==> src/rtl/scarv_cop_palu_issue.sv <==
// ---------------------------------------------------------------------------
// scarv_cop_palu_issue
//   Issue stage between the coprocessor decoder and the PALU. Holds the 16
//   coprocessor registers (CPRs), captures a decoded instruction together
//   with its CPR/GPR operands, presents it to the PALU until the PALU reports
//   completion, then merges the byte-enabled writeback into CPR[crd] and
//   pulses cop_done for one cycle.
//
// Ports
//   g_clk, g_reset            clock, asynchronous active-high reset
//   id_valid / id_ready       decoder handshake
//   id_crs1..3, id_crd        CPR source / destination indices
//   id_gpr_rs1, id_imm,
//   id_pw, id_class,
//   id_subclass               decoded instruction fields
//   palu_ivalid               instruction valid to PALU (high in EXEC)
//   palu_idone                PALU completion
//   gpr_rs1, palu_rs1..3,
//   palu_imm/pw/class/subclass registered operands and fields to PALU
//   palu_cpr_rd_ben/wdata     PALU writeback byte enables and data
//   flush                     abandon in-flight instruction / block accept
//   cop_done                  one-cycle completion pulse to the CPU
//   dbg_addr / dbg_rdata      combinational CPR read port
// ---------------------------------------------------------------------------
module scarv_cop_palu_issue #(
    parameter logic [31:0] CPR_RESET_VAL = 32'h0
) (
    input  logic        g_clk,
    input  logic        g_reset,
    input  logic        id_valid,
    output logic        id_ready,
    input  logic [3:0]  id_crs1,
    input  logic [3:0]  id_crs2,
    input  logic [3:0]  id_crs3,
    input  logic [3:0]  id_crd,
    input  logic [31:0] id_gpr_rs1,
    input  logic [31:0] id_imm,
    input  logic [2:0]  id_pw,
    input  logic [2:0]  id_class,
    input  logic [3:0]  id_subclass,
    output logic        palu_ivalid,
    input  logic        palu_idone,
    output logic [31:0] gpr_rs1,
    output logic [31:0] palu_rs1,
    output logic [31:0] palu_rs2,
    output logic [31:0] palu_rs3,
    output logic [31:0] palu_imm,
    output logic [2:0]  palu_pw,
    output logic [2:0]  palu_class,
    output logic [3:0]  palu_subclass,
    input  logic [3:0]  palu_cpr_rd_ben,
    input  logic [31:0] palu_cpr_rd_wdata,
    input  logic        flush,
    output logic        cop_done,
    input  logic [3:0]  dbg_addr,
    output logic [31:0] dbg_rdata
);

    localparam int NUM_LANES = 4;

    typedef enum logic {IDLE, EXEC} state_t;

    state_t state_q, state_d;

    logic [15:0][31:0] cpr_q, cpr_d;
    logic [3:0]        crd_q, crd_d;
    logic [31:0]       gpr_rs1_q, gpr_rs1_d;
    logic [31:0]       rs1_q, rs1_d, rs2_q, rs2_d, rs3_q, rs3_d;
    logic [31:0]       imm_q, imm_d;
    logic [2:0]        pw_q, pw_d, class_q, class_d;
    logic [3:0]        subclass_q, subclass_d;
    logic              cop_done_q, cop_done_d;
    logic [31:0]       wb_merged;

    // Reset is included so the decoder sees "not ready" for the whole reset.
    assign id_ready = (state_q == IDLE) && !flush && !g_reset;

    // Byte-lane merge of the PALU writeback over the current CPR[crd].
    for (genvar i = 0; i < NUM_LANES; i++) begin : g_lane
        assign wb_merged[8*i +: 8] = palu_cpr_rd_ben[i] ? palu_cpr_rd_wdata[8*i +: 8]
                                                        : cpr_q[crd_q][8*i +: 8];
    end

    always_comb begin
        state_d    = state_q;
        cpr_d      = cpr_q;
        crd_d      = crd_q;
        gpr_rs1_d  = gpr_rs1_q;
        rs1_d      = rs1_q;
        rs2_d      = rs2_q;
        rs3_d      = rs3_q;
        imm_d      = imm_q;
        pw_d       = pw_q;
        class_d    = class_q;
        subclass_d = subclass_q;
        cop_done_d = 1'b0;
        case (state_q)
            IDLE: begin
                if (id_valid && id_ready) begin
                    // No bypass: a writeback always lands at least one cycle
                    // before the next accept.
                    crd_d      = id_crd;
                    gpr_rs1_d  = id_gpr_rs1;
                    rs1_d      = cpr_q[id_crs1];
                    rs2_d      = cpr_q[id_crs2];
                    rs3_d      = cpr_q[id_crs3];
                    imm_d      = id_imm;
                    pw_d       = id_pw;
                    class_d    = id_class;
                    subclass_d = id_subclass;
                    state_d    = EXEC;
                end
            end
            EXEC: begin
                if (flush) begin
                    // Flush beats a same-cycle completion.
                    state_d = IDLE;
                end else if (palu_idone) begin
                    cpr_d[crd_q] = wb_merged;
                    cop_done_d   = 1'b1;
                    state_d      = IDLE;
                end
            end
            default: state_d = IDLE;
        endcase
    end

    always_ff @(posedge g_clk or posedge g_reset) begin
        if (g_reset) begin
            state_q    <= IDLE;
            cpr_q      <= {16{CPR_RESET_VAL}};
            crd_q      <= 4'h0;
            gpr_rs1_q  <= 32'h0;
            rs1_q      <= 32'h0;
            rs2_q      <= 32'h0;
            rs3_q      <= 32'h0;
            imm_q      <= 32'h0;
            pw_q       <= 3'h0;
            class_q    <= 3'h0;
            subclass_q <= 4'h0;
            cop_done_q <= 1'b0;
        end else begin
            state_q    <= state_d;
            cpr_q      <= cpr_d;
            crd_q      <= crd_d;
            gpr_rs1_q  <= gpr_rs1_d;
            rs1_q      <= rs1_d;
            rs2_q      <= rs2_d;
            rs3_q      <= rs3_d;
            imm_q      <= imm_d;
            pw_q       <= pw_d;
            class_q    <= class_d;
            subclass_q <= subclass_d;
            cop_done_q <= cop_done_d;
        end
    end

    assign palu_ivalid   = (state_q == EXEC);
    assign gpr_rs1       = gpr_rs1_q;
    assign palu_rs1      = rs1_q;
    assign palu_rs2      = rs2_q;
    assign palu_rs3      = rs3_q;
    assign palu_imm      = imm_q;
    assign palu_pw       = pw_q;
    assign palu_class    = class_q;
    assign palu_subclass = subclass_q;
    assign cop_done      = cop_done_q;
    assign dbg_rdata     = cpr_q[dbg_addr];

endmodule

==> config.mk <==
export PLATFORM = sky130hd
export DESIGN_NAME = scarv_cop_palu_issue
export DESIGN_NICKNAME = d
export VERILOG_FILES = /design/src/rtl/scarv_cop_palu_issue.sv
export SDC_FILE = /design/constraint.sdc
export NUM_CORES = 2
export LEC_CHECK = 0
export BUFFER_PORTS_ARGS = -buffer_cell sky130_fd_sc_hd__buf_4
export CAP_MARGIN = 10
export CORE_ASPECT_RATIO = 0.5
export CORE_MARGIN = 5
export CORE_UTILIZATION = 25
export CTS_CLUSTER_DIAMETER = 80
export DETAILED_ROUTE_END_ITERATION = 8
export PLACE_DENSITY = 0.43
export SLEW_MARGIN = 15
export SYNTH_ARGS = -nofsm -noshare
export SYNTH_HDL_FRONTEND = slang
export SYNTH_SLANG_ARGS = --single-unit
==> constraint.sdc <==
create_clock -name g_clk -period 32.4 [get_ports g_clk]
set_input_delay 4.86 -clock g_clk [delete_from_list [all_inputs] [get_ports g_clk]]
set_output_delay 4.86 -clock g_clk [all_outputs]
set_load 0.01 [all_outputs]
Yosys cells after proc, flatten, opt, wreduce, memory -nomap -nowiden. Index checks and enable logic that the tools add are counted. Widths: inputs -> output; s select.

$add $sub $neg: 0. Multiply operators: 0. Divide/modulo/power cells: 0. Order comparisons: 6. Eq/ne operators: 0. Shifts and indexed selects: 0. Mux-type cells: 24. Bitwise logic cells: 2. Reductions and logical operators: 8.

Operators with widths (count): $bmux 32 s4 (5); $bwmux 512 (1); $mux 32 (6); $demux 32 s4 (1); $mux 8 (4); $lt 4x5->1 const B (5); $mux 1 (6); $ge 4x1->1 const B (1); $logic_and 1x1->1 (4); $reduce_and 3->1 (1); $logic_not 1->1 (2); $not 1->1 (2); $pmux 1 s2 (1); $reduce_and 2->1 (1).

Register bits after elaboration: 688. Bits in latches: 0. RAM bits: 0. Bits in read-only memories: 0. Input port bits: 135. Output and inout bits: 205. Logic and storage cells: 67. Memories: 0.

Longest topological paths before layout.
Depth in word-level cells: 6. Mapped depth: 10. Gate-level depth less buffers: 5.

Least setup slack after synthesis. No wires, ideal clock.

Path kind: in2out. From: input port dbg_addr[0]. To: output port dbg_rdata[10]. Arrival time: 6.467 ns. Required time: 27.540 ns. Slack: 21.073 ns. Stages: 4. Path buffers: 2. Path through: buf_2 -> buf_2 -> mux4_2 -> mux4_2.

Word-level cells in the longest chain between the ends: 2.

RTL lines: start, declared (line 55) `input logic [3:0] dbg_addr,`; $bmux 32 s4 (line 168) `assign dbg_rdata = cpr_q[dbg_addr];`; $mux 32 (not written as such) (line 168); end, declared (line 56) `output logic [31:0] dbg_rdata`.

No other way between the ends. The select of a mux whose other input is x is not followed.

Worst setup path in the final report.
From: input port dbg_addr[0]. To: output port dbg_rdata[17].

Same word-level chain as after synthesis.

==> out/summary.txt <==
First-pass GRT wire length -> 310,000 um
Sequential area share after synthesis -> 35.8%
Clock power frac -> 33.5%
Post-Route M1 WL -> 85,100 um
WHS -> 0.474 ns
Chip Width -> 630 um
Final ANT Viol Nets -> 0
PwrDens -> 53.3 nW/um^2
Starting density of the core -> 25.2%
Placer Congestion -> 0.849
Residual DRC -> 0
Worst hold path type -> reg -> reg
Main combinational cell family by area after synthesis -> multiplexers
IO buf count -> 339
Setup repair bufs after CTS -> 0
Fill count -> 19,300
Syn Inst Count -> 4,012
DR vias -> 39,100
CTS tree -> built
WP data required -> 27.54 ns
Syn avg cell area -> 12.0 um^2
Critical path launch point -> dbg_addr[0]
Core Rows -> 113
Antenna violations before repair -> 7
CP max FO -> 45
Ys async rst share -> 100%
Most frequent cell after synthesis -> dfrtp_1
Register area -> 17,200 um^2
WL met3 -> 17,900 um
Sw frac -> 33.9%
Total negative slack -> 0 ns
Routed wl met2 -> 104,000 um
Area Growth Syn to Fin -> 15.6%
Crit path cell chain -> buf_8 -> buf_4 -> buf_4 -> mux4_2 -> mux4_2 -> buf_4
Maximum vdd drop -> 43.6 uV
Iter 0 DRT Violations -> 4,367
Synth top cells by count -> dfrtp_1, mux4_2, mux2i_1
Status -> complete, no violations
Max incr delay on CP -> 0.88 ns
Worst flop-to-flop path startpoint -> crd_q[0]$_DFFE_PP0P_
Clock Latency Late Sink -> 0.72 ns
CTS root buf -> clkbuf_16
Area contributors post-synth -> dfrtp_1, mux4_2, mux2i_1, a21oi_1, nand2_1
Max Fclk -> 0.0761 GHz
H-tree levels -> 3
Average vias per placed instance -> 5.83
WL per Instance -> 32.5 um
TritonRoute pass-1 iters -> 6
Max Slew Vio Count -> 0
Crit-path most repeated cell -> buf_4
Crit path DAT -> 8.28 ns
Routed WL -> 218,000 um
XOR/XNOR Fraction of Synth Area -> 0%
R2R Path End -> cpr_q[387]$_DFFE_PP0P_
Buf/Inv on CP -> 4
Post-synthesis mux area share -> 42.4%
Logic pwr share -> 26.1%
Syn Nets -> 4,147
Synth Area in Simple Gates -> 7.85%
Worst Setup Start Kind -> input port
FF+latch count, synth -> 688
Grt total ovfl -> 0
Multi-input logic area -> 29,000 um^2
Post-detail-place hpwl -> 131,000 um
Fin crit period -> 13.14 ns
CP max-delay cell -> buf_4
# hold bufs at CTS -> 0
Period utilisation layout -> 40.6%
Synth unique cells -> 50
Crit path max-delay family -> buffers and inverters
DIE HEIGHT -> 320 um
Endpoints failing setup -> 0
Synth Area in Adders -> 0%
Clk sink count -> 688
Overall global routing resource usage -> 21.1%
Syn Std Cell Area -> 48,000 um^2
Worst slew pin tran -> 1.36 ns
Synth Flop Type -> dfrtp_1
Rel. slew slack -> 8.67%
Max layer used -> met5
Yosys top cell by area -> dfrtp_1
Critical path class -> in -> out
Sequential power share -> 40.4%
IO Pins -> 340
Cells on worst reg2reg path -> 6
Synth Area in Compound Gates -> 9.73%
Clock Pin Slew Worst Setup and Hold Paths -> 0.06 ns
RSZ-0062 raised after global routing -> false
Post-CTS resize count -> 0
Fin nets -> 4,249
Share of layout cells above drive strength 1 -> 31.6%
Clock skew -> 0.0504 ns
Number of synthesized flops with an enable pin -> 0
Psw -> 1.00 mW
Place WS -> 19.11 ns
CP Capture Type -> output pin
Lkg Pwr -> 22.1 nW
Final hold violation count -> 0
Vias in the first global route -> 39,600
Placeable Area -> 190,000 um^2
Fin worst setup slack -> 19.26 ns
Crit path to -> dbg_rdata[17]
CTS Buffer Depth -> 3
Pint -> 1.96 mW
TritonCTS buffer count -> 81
Pin count of the biggest net entering global routing -> 157
Stages on the worst setup path -> 6
R2r setup slk -> 28.16 ns
Max Cap Violations -> 0
Die area -> 202,000 um^2
Synth top area share -> 35.8%
Yosys warnings -> 0
-- power by group through the flow --
stage | Combinational (mW) | Sequential, mW | Clock [mW]
floorplan | 0.549 | 1.12 | 0
global placement | 0.759 | 1.20 | 0
detailed placement | 0.771 | 1.20 | 0
CTS | 0.772 | 1.19 | 1.01
global route | 0.825 | 1.21 | 1.04
finish | 0.772 | 1.20 | 0.991
-- worst reg2reg max path, stage by stage, from the launching register on --
cell     delay, ns
dfrtp_4       0.76
buf_4         0.50
nor2_4        0.33
nand4_1       0.87
buf_4         0.65
nor2_1        0.80
a21oi_1       0.16
-- cell type report --
cell class	instances	share of cell area [%]
antenna	3	0.0135
clock buffer	120	4.28
clock inverter	26	0.726
inverter	2	0.0271
multi-input combinational	2902	52.2
sequential	688	31.0
tap	2530	5.70
timing repair buffer	439	6.04
-- logic make-up (layout without fill, tap and decap cells) --
| group | Yosys count | after routing |
|---|---|---|
| other | 0 | 3 |
| DFF | 688 | 688 |
| and+or+nand+nor | 897 | 897 |
| buffers and inverters | 422 | 587 |
| AOI/OAI and AO/OA | 741 | 741 |
| muxes | 1264 | 1264 |
-- stage by stage --
stage | std cells | instance area (um^2) | util, % | total power, mW
after floorplan | 4012 | 48000 | - | 1.67
after global placement | 6561 | 52700 | 27.7 | 1.96
after detailed placement | 6561 | 52700 | 27.7 | 1.97
after CTS | 6707 | 55500 | 29.1 | 2.97
after global routing | 6708 | 55500 | 29.1 | 3.07
final | 6710 | 55500 | 29.1 | 2.96
-- worst min path at each step --
| stage | start | cells after the start | end | slack (ns) |
|---|---|---|---|---|
| after floorplan | cpr_q[322]$_DFFE_PP0P_ | 2 | cpr_q[322]$_DFFE_PP0P_ | 0.51 |
| after global placement | gpr_rs1[6]$_DFFE_PP0P_ | 2 | gpr_rs1[6]$_DFFE_PP0P_ | 0.46 |
| after detailed placement | gpr_rs1[22]$_DFFE_PP0P_ | 2 | gpr_rs1[22]$_DFFE_PP0P_ | 0.46 |
| after CTS | gpr_rs1[22]$_DFFE_PP0P_ | 2 | gpr_rs1[22]$_DFFE_PP0P_ | 0.48 |
| after global routing | gpr_rs1[22]$_DFFE_PP0P_ | 2 | gpr_rs1[22]$_DFFE_PP0P_ | 0.49 |
| final | palu_subclass[1]$_DFFE_PP0P_ | 2 | palu_subclass[1]$_DFFE_PP0P_ | 0.47 |
-- cells in the final DEF (no fill, tap or decap), types with 5 or more instances in the layout --
master	instances
nand2_1	402
nand2_2	9
buf_4	430
nand3_1	6
nand2b_1	42
clkbuf_16	83
clkbuf_8	16
mux2i_1	599
a31oi_1	26
o31ai_1	64
mux4_2	608
mux2_2	54
dfrtp_1	684
and3_2	6
o22ai_1	28
a21oi_1	389
a22oi_1	96
o21bai_4	7
nor3_1	49
o21bai_2	13
a21oi_2	7
nor2_1	327
nor3_4	5
clkbuf_1	21
bufinv_16	8
clkinv_2	10
o211ai_1	96
-- layer usage --
metal  vias up  track usage (%)
met2      2203             34.7
met4         8             9.25
met5         -                0
met1     20700             26.7
met3       492             4.62
li1      15700                -
-- sequential cells by signal, indices dropped and copies added, names as in the netlist --
register	cells
cpr_q	512
gpr_rs1	32
palu_imm	32
palu_rs1	32
palu_rs2	32
palu_rs3	32
crd_q	4
palu_subclass	4
palu_class	3
palu_pw	3
cop_done	1
palu_ivalid	1
Power figures use the tool's default switching activity.
